[src/rtl/evo_dbus_csr_master.sv]
// Bridges the 8-bit AVR I/O dbus to a 32-bit Avalon-MM CSR master port.
// Latency: strobe is asserted the cycle after the CMD write; done is visible one cycle after slave completion.
// Backpressure: avm_* are held stable while avm_waitrequest is high; an abort fires after TIMEOUT_CYC cycles.
module evo_dbus_csr_master #(
    parameter int         CSR_AWIDTH  = 12,
    parameter int         CSR_DWIDTH  = 32,
    parameter logic [5:0] BASE_ADR    = 6'h20,
    parameter int         TIMEOUT_CYC = 256
) (
    input  logic                  clk,
    input  logic                  reset,
    input  logic [5:0]            adr,
    input  logic [7:0]            dbus_in,
    output logic [7:0]            dbus_out,
    input  logic                  iore,
    input  logic                  iowe,
    output logic                  io_out_en,
    output logic [CSR_AWIDTH-1:0] avm_address,
    output logic                  avm_read,
    output logic                  avm_write,
    output logic [CSR_DWIDTH-1:0] avm_writedata,
    input  logic                  avm_waitrequest,
    input  logic [CSR_DWIDTH-1:0] avm_readdata,
    input  logic                  avm_readdatavalid,
    output logic                  done_pulse
);

    localparam int CW = $clog2(TIMEOUT_CYC) + 1;

    typedef enum logic [2:0] {
        S_IDLE,
        S_WR,
        S_RD_REQ,
        S_RD_WAIT,
        S_FIN
    } state_t;

    state_t          state;
    state_t          state_d;

    logic [7:0]      adrl_q;
    logic [3:0]      adrh_q;
    logic [31:0]     data_q;
    logic            busy;
    logic            done;
    logic            err;
    logic [CW-1:0]   tmo_cnt;

    logic [5:0]      off;
    logic            sel;
    logic            stage_we;
    logic            cmd_we;
    logic            start_wr;
    logic            start_rd;
    logic            tmo_hit;
    logic            rd_hit;
    logic            wr_d;
    logic            rd_d;
    logic            fin_ok;
    logic            abort;
    logic [15:0]     full_adr;

    // Address decode: the block spans BASE_ADR..BASE_ADR+6.
    assign off       = adr - BASE_ADR;
    assign sel       = (off <= 6'd6);
    assign io_out_en = iore && sel;
    assign stage_we  = iowe && sel && (off != 6'd6) && !busy;
    assign cmd_we    = iowe && sel && (off == 6'd6);
    // Write wins when both start bits are set.
    assign start_wr  = cmd_we && (state == S_IDLE) && dbus_in[0];
    assign start_rd  = cmd_we && (state == S_IDLE) && !dbus_in[0] && dbus_in[1];
    assign tmo_hit   = (tmo_cnt >= CW'(TIMEOUT_CYC - 1));
    // Read data is only accepted while a read is actually outstanding.
    assign rd_hit    = avm_readdatavalid &&
                       (((state == S_RD_REQ) && !avm_waitrequest) || (state == S_RD_WAIT));
    assign full_adr  = {4'b0000, adrh_q, adrl_q};

    // State register.
    always_ff @(posedge clk) begin
        if (reset) state <= S_IDLE;
        else       state <= state_d;
    end

    // Next-state logic; completion takes priority over timeout in the same cycle.
    always_comb begin
        state_d = state;
        unique case (state)
            S_IDLE: begin
                if (start_wr)      state_d = S_WR;
                else if (start_rd) state_d = S_RD_REQ;
            end
            S_WR: begin
                if (!avm_waitrequest) state_d = S_FIN;
                else if (tmo_hit)     state_d = S_IDLE;
            end
            S_RD_REQ: begin
                if (!avm_waitrequest) state_d = avm_readdatavalid ? S_FIN : S_RD_WAIT;
                else if (tmo_hit)     state_d = S_IDLE;
            end
            S_RD_WAIT: begin
                if (avm_readdatavalid) state_d = S_FIN;
                else if (tmo_hit)      state_d = S_IDLE;
            end
            S_FIN:   state_d = S_IDLE;
            default: state_d = S_IDLE;
        endcase
    end

    // Output decode: next strobe values plus completion/abort events.
    always_comb begin
        wr_d   = (state_d == S_WR);
        rd_d   = (state_d == S_RD_REQ);
        fin_ok = (state != S_FIN) && (state_d == S_FIN);
        abort  = ((state == S_WR) || (state == S_RD_REQ) || (state == S_RD_WAIT)) &&
                 (state_d == S_IDLE);
    end

    // Staging registers, Avalon outputs, status and timeout counter.
    always_ff @(posedge clk) begin
        if (reset) begin
            adrl_q        <= '0;
            adrh_q        <= '0;
            data_q        <= '0;
            busy          <= 1'b0;
            done          <= 1'b0;
            err           <= 1'b0;
            done_pulse    <= 1'b0;
            tmo_cnt       <= '0;
            avm_read      <= 1'b0;
            avm_write     <= 1'b0;
            avm_address   <= '0;
            avm_writedata <= '0;
        end else begin
            avm_write  <= wr_d;
            avm_read   <= rd_d;
            done_pulse <= fin_ok || abort;

            if (stage_we) begin
                unique case (off)
                    6'd0:    adrl_q         <= dbus_in;
                    6'd1:    adrh_q         <= dbus_in[3:0];
                    6'd2:    data_q[7:0]    <= dbus_in;
                    6'd3:    data_q[15:8]   <= dbus_in;
                    6'd4:    data_q[23:16]  <= dbus_in;
                    6'd5:    data_q[31:24]  <= dbus_in;
                    default: ;
                endcase
            end

            if (start_wr || start_rd) begin
                busy          <= 1'b1;
                done          <= 1'b0;
                err           <= 1'b0;
                avm_address   <= full_adr[CSR_AWIDTH-1:0];
                avm_writedata <= data_q;
            end

            if (rd_hit) data_q <= avm_readdata;

            if (fin_ok) begin
                busy <= 1'b0;
                done <= 1'b1;
            end
            if (abort) begin
                busy <= 1'b0;
                done <= 1'b1;
                err  <= 1'b1;
            end

            if ((state == S_WR) || (state == S_RD_REQ) || (state == S_RD_WAIT))
                tmo_cnt <= tmo_cnt + CW'(1);
            else
                tmo_cnt <= '0;
        end
    end

    // dbus read mux; returns the current (pre-edge) register contents.
    always_comb begin
        dbus_out = 8'h00;
        if (sel) begin
            unique case (off)
                6'd0:    dbus_out = adrl_q;
                6'd1:    dbus_out = {4'b0000, adrh_q};
                6'd2:    dbus_out = data_q[7:0];
                6'd3:    dbus_out = data_q[15:8];
                6'd4:    dbus_out = data_q[23:16];
                6'd5:    dbus_out = data_q[31:24];
                6'd6:    dbus_out = {5'b00000, err, done, busy};
                default: dbus_out = 8'h00;
            endcase
        end
    end

endmodule
[config.mk]
export PLATFORM = sky130hd
export DESIGN_NAME = evo_dbus_csr_master
export DESIGN_NICKNAME = d
export VERILOG_FILES = /design/src/rtl/evo_dbus_csr_master.sv
export SDC_FILE = /design/constraint.sdc
export NUM_CORES = 1
export LEC_CHECK = 0
export ABC_AREA = 1
export BUFFER_PORTS_ARGS = -buffer_cell sky130_fd_sc_hd__buf_4
export CAP_MARGIN = 0
export CELL_PAD_IN_SITES_DETAIL_PLACEMENT = 1
export CELL_PAD_IN_SITES_GLOBAL_PLACEMENT = 2
export CORE_UTILIZATION = 32
export DETAILED_ROUTE_END_ITERATION = 16
export PLACE_DENSITY = 0.93
export SYNTH_ARGS = -nofsm -noshare
export SYNTH_HDL_FRONTEND = slang
export SYNTH_SLANG_ARGS = --single-unit
[constraint.sdc]
create_clock -name clk -period 2.9 [get_ports clk]
set_input_delay 0.725 -clock clk [delete_from_list [all_inputs] [get_ports clk]]
set_output_delay 0.725 -clock clk [all_outputs]
set_load 0.02 [all_outputs]
======== Word level (Yosys, flattened, before mapping) ========
Cells that the tools add are included.
cells by class
  order comparisons ....................... 2
  bitwise gates (word level) .............. 1
  multiplexer cells ....................... 20
  eq/ne operators ......................... 14
  reduce and logical (&&, ||, !) cells .... 39
  $add $sub $neg .......................... 2
operators by type and width
  kind                   number
  $mux W32               2
  $pmux W8 S7            1
  $mux W8                5
  $mux W3                7
  $eq A6 B3 Y1 const B   3
  $logic_and A1 B1 Y1    13
  $eq A6 B2 Y1 const B   2
  $pmux W3 S4            1
  $reduce_and A2 Y1      6
  $reduce_bool A2 Y1     6
  $add A9 B1 Y9 const B  1
  $eq A3 B2 Y1 const B   3
  $ge A9 B8 Y1 const B   1
  $eq A3 B1 Y1 const B   2
  $eq A6 B1 Y1 const B   1
  $le A6 B3 Y1 const B   1
  $logic_not A3 Y1       2
  $logic_not A6 Y1       1
  $ne A6 B3 Y1 const B   1
  $sub A6 B6 Y6 const B  1
  $logic_or A1 B1 Y1     5
  $mux W1                4
  $eq A3 B3 Y1 const B   1
  $logic_not A1 Y1       3
  other kinds (5)        5
word-level totals
  input port bits ......................... 52
  bits in registers ....................... 106
  word-level logic and storage cells ...... 94
  output and inout port bits .............. 56

======== Depth between registers and ports, before layout ========
  word-level depth ........................ 14
  gate-level depth with buffers ........... 14

======== Worst setup path before layout ========
OpenSTA, ideal clock, no wires.
  path kind ............................... in2out
  start point ............................. in adr[5]
  end point ............................... out dbus_out[4]
  stages .................................. 9
  arrival ................................. 1.727 ns
  slack ................................... 0.448 ns
  path through ............................ inv_2 > nor2_4 > nand2_1 > inv_2 > nand2_1 > clkinv_1 > buf_2 > a22oi_1 > nand4_1
between the ends
  word-level cells in the longest chain between the ends .. 4
  elaborated cells between the ends (all ways) .. 11
  those cells by class .................... add/sub (1); order compare (1); eq/ne (6); mux (2); reduce/logical (1)
RTL lines
  item                                        RTL line  text
  from (decl)                                 12        input logic [5:0] adr,
  $sub A6 B6 Y6 *                             64        assign off = adr - BASE_ADR;
  $eq A6 B3 Y1, or another cell as far along  181       unique case (off)
  $pmux W8 S7                                 181
  $mux W8 *                                   180       if (sel) begin
  to (decl)                                   14        output logic [7:0] dbus_out,
Mark *: on every way between the ends. The rest lies on a longest branch, timed or not.

======== Worst setup path after layout ========
  start point ............................. in adr[5]
  end point ............................... out dbus_out[5]
Same word-level chain as after synthesis.

==> results.json <==
{
  "outcome": "finished clean",
  "r2r-end": "done",
  "ys.flop_type": "dfxtp_1",
  "synth_top_area_cell": "dfxtp_1",
  "final_cells": 925,
  "drc": 0,
  "antenna_found_initial": 0,
  "worstHoldPathCells": 1,
  "cpLargestDelayFamily": "buffers and inverters",
  "syn-num-nets": 696,
  "synth_most_common_cell": "nand2_1",
  "vias": 4593,
  "avgSynthCellArea_um2": 7.18,
  "cp.buffers_inverters": 5,
  "track_usage": 0.216,
  "path_cells": "buf_4 -> inv_2 -> nor2_4 -> nand2_1 -> inv_2 -> nand2_2 -> clkinvlp_4 -> a22oi_1 -> nand4_1 -> buf_4",
  "num_rows": 43,
  "critical_path_arrival_ns": 2.07,
  "yosysSeqAreaShare": 0.460,
  "min_period_ns": 2.80,
  "power_density_nw_per_um2": 477,
  "synthTopCellsByCount": "nand2_1, nor2_1, dfxtp_1, o21ai_0, inv_1",
  "clkTransAtPathRegs_ns": 0.07,
  "hold_buffers": 0,
  "grt_start_max_net_pins": 55,
  "critical_path_class": "input pin to output pin",
  "ant_nets": 0,
  "htreeDepth": 3,
  "rrSetupSlack_ns": 0.69,
  "synth-edff-count": 0,
  "worstMarginPinSlew_ns": 0.547,
  "synth_seq_cells": 106,
  "timing.fmax_ghz": 0.357,
  "reg2reg_depth": 14,
  "cts_tree": "yes",
  "clock_path_buffers": 2,
  "diodes": 0,
  "end_kind": "output pin",
  "required_ns": 2.17,
  "drive_gt1_frac": 0.213,
  "regToRegStartpoint": "tmo_cnt[0]",
  "worstSetupStartpoint": "adr[5]",
  "ir_worst_vdd_mv": 0.269,
  "hold_viol_final": 0,
  "timing.final.ws_setup_ns": 0.102,
  "slowest_delay_ns": 0.31,
  "synth_top_area_share": 0.460,
  "nNetsFinal": 795,
  "power_mw": 2.79,
  "slew_violations": 0,
  "core_area_um2": 14000,
  "drtPass1Iterations": 4,
  "cts_buffers": 9,
  "place_inst": 908,
  "clock_skew_ns": 0.00747,
  "drtIter0Drc": 233,
  "wirelength_um": 15500,
  "hp-start": "tmo_cnt[0]",
  "cts_sinks": 106,
  "critPathMaxFanout": 5,
  "period_share": 0.965,
  "yosys_warnings": 0,
  "wl_per_cell_um": 16.7,
  "ios": 108,
  "root_buffer": "clkbuf_16",
  "portBuffers": 107,
  "setup_viol": 0,
  "grt_pass1_vias": 4774,
  "grt_setup_unrepaired": "false",
  "dieArea_um2": 14900,
  "hp-class": "flip-flop to flip-flop",
  "grt_pass1_wl_um": 24600,
  "synth.cell_area_um2": 4610,
  "via_per_inst": 4.97,
  "dp_slack_ns": 0.0263,
  "synth_cells": 642,
  "slew_headroom": 0.634,
  "worstSkewPairLatency_ns": 0.35,
  "cp_slowest_cell": "a22oi_1",
  "drv_cap": 0,
  "hold_end": "tmo_cnt[0]",
  "start_util": 0.330,
  "syn_to_final_growth_pct": 26.5,
  "gp_congestion": 0.894,
  "startpoint_type": "input pin",
  "dp_hpwl_um": 11400,
  "fp.dieH_um": 122,
  "grt_overflow_total": 0,
  "p_leak_nw": 2.67,
  "synth.area.top_cells": "dfxtp_1, nand2_1, nor2_1, o21ai_0, a31oi_1",
  "yosysUniqueCellTypes": 34,
  "async_reset_ff_frac": 0,
  "die_w_um": 122,
  "setup_tns_ns": 0
}
how the worst max path moves through the flow:
stage / end / slack (ns) / cells after the start
detailed placement: dbus_out[2] / 0.03 / 12
global route: dbus_out[2] / 0.01 / 10
finish: dbus_out[5] / 0.10 / 10
floorplan: dbus_out[4] / 0.45 / 9
global placement: dbus_out[3] / 0.08 / 12
CTS: dbus_out[2] / 0.02 / 12
report_power, final:
group          switching, mW  leakage (nW)  internal (mW)  total [mW]
Sequential           0.00325         0.854           1.46        1.46
Clock                  0.578         0.138          0.591        1.17
Combinational         0.0881          1.67         0.0674       0.155
Total                  0.669          2.67           2.12        2.79
cells in the final DEF, fill, tap and decap left out, types with 3 or more instances in the layout:
cell,instances
nand2_1,135
o21ai_0,47
nand3_2,3
a31oi_1,30
nor3b_1,3
nor2_1,126
inv_2,7
buf_4,118
a21oi_1,17
dfxtp_1,106
a21oi_2,4
o21ai_1,16
nor3_1,3
a22oi_1,4
nand4_1,9
nor2_4,3
inv_1,45
clkinv_4,3
nand2_2,3
clkbuf_16,9
nand3_1,35
layer usage:
layer,share of wire,routed length [um],GRT usage
met3,0.044,675,0.0314
met2,0.48,7470,0.373
met5,0,0,0
met1,0.45,7000,0.278
met4,0.021,321,0.0633
what timing repair did:
| item | CTS | global route |
|---|---|---|
| setup buffers | 0 | 1 |
| gates resized for setup | 0 | 5 |
| endpoints found under the setup margin | 0 | 5 |
metrics by stage:
stage                     hold WS [ns]   util  cell area [um2]
after floorplan                  0.418      -             4610
after global placement           0.427  0.396             5530
after detailed placement         0.438  0.396             5530
after CTS                        0.454  0.415             5810
after global routing             0.474  0.417             5840
final                            0.448  0.417             5840
state kept, by name (all words and copies together) (netlist names), 3 cells and up:
register       cells
adrh_q             4
avm_writedata     32
tmo_cnt            9
avm_address       12
state              3
data_q            32
adrl_q             8
worst register-to-register path: cells and delay by family (launching register included):
kind	cells	cell delay, ns
AOI/OAI and AO/OA	1	0.26
adders and majority gates	2	0.32
and+or+nand+nor	9	1.15
buffers and inverters	2	0.07
DFF	1	0.36
layout make-up:
type	count	area, um2
fill	1772	8150
sequential	106	2120
multi-input combinational	450	2090
timing repair buffer	119	906
clock buffer	9	225
tap	180	225
inverter	54	208
clock inverter	6	51.3
timing repair inverter	1	5.00
cell families after synthesis:
group	synth area share
flip-flops	0.460
adder cells (fa/ha/maj)	0.00543
XOR/XNOR	0.00380
AO/OA/AOI/OAI	0.147
buffers and inverters	0.0882
AND/OR/NAND/NOR	0.296
Note: power is estimated with default switching activity, not from simulation.
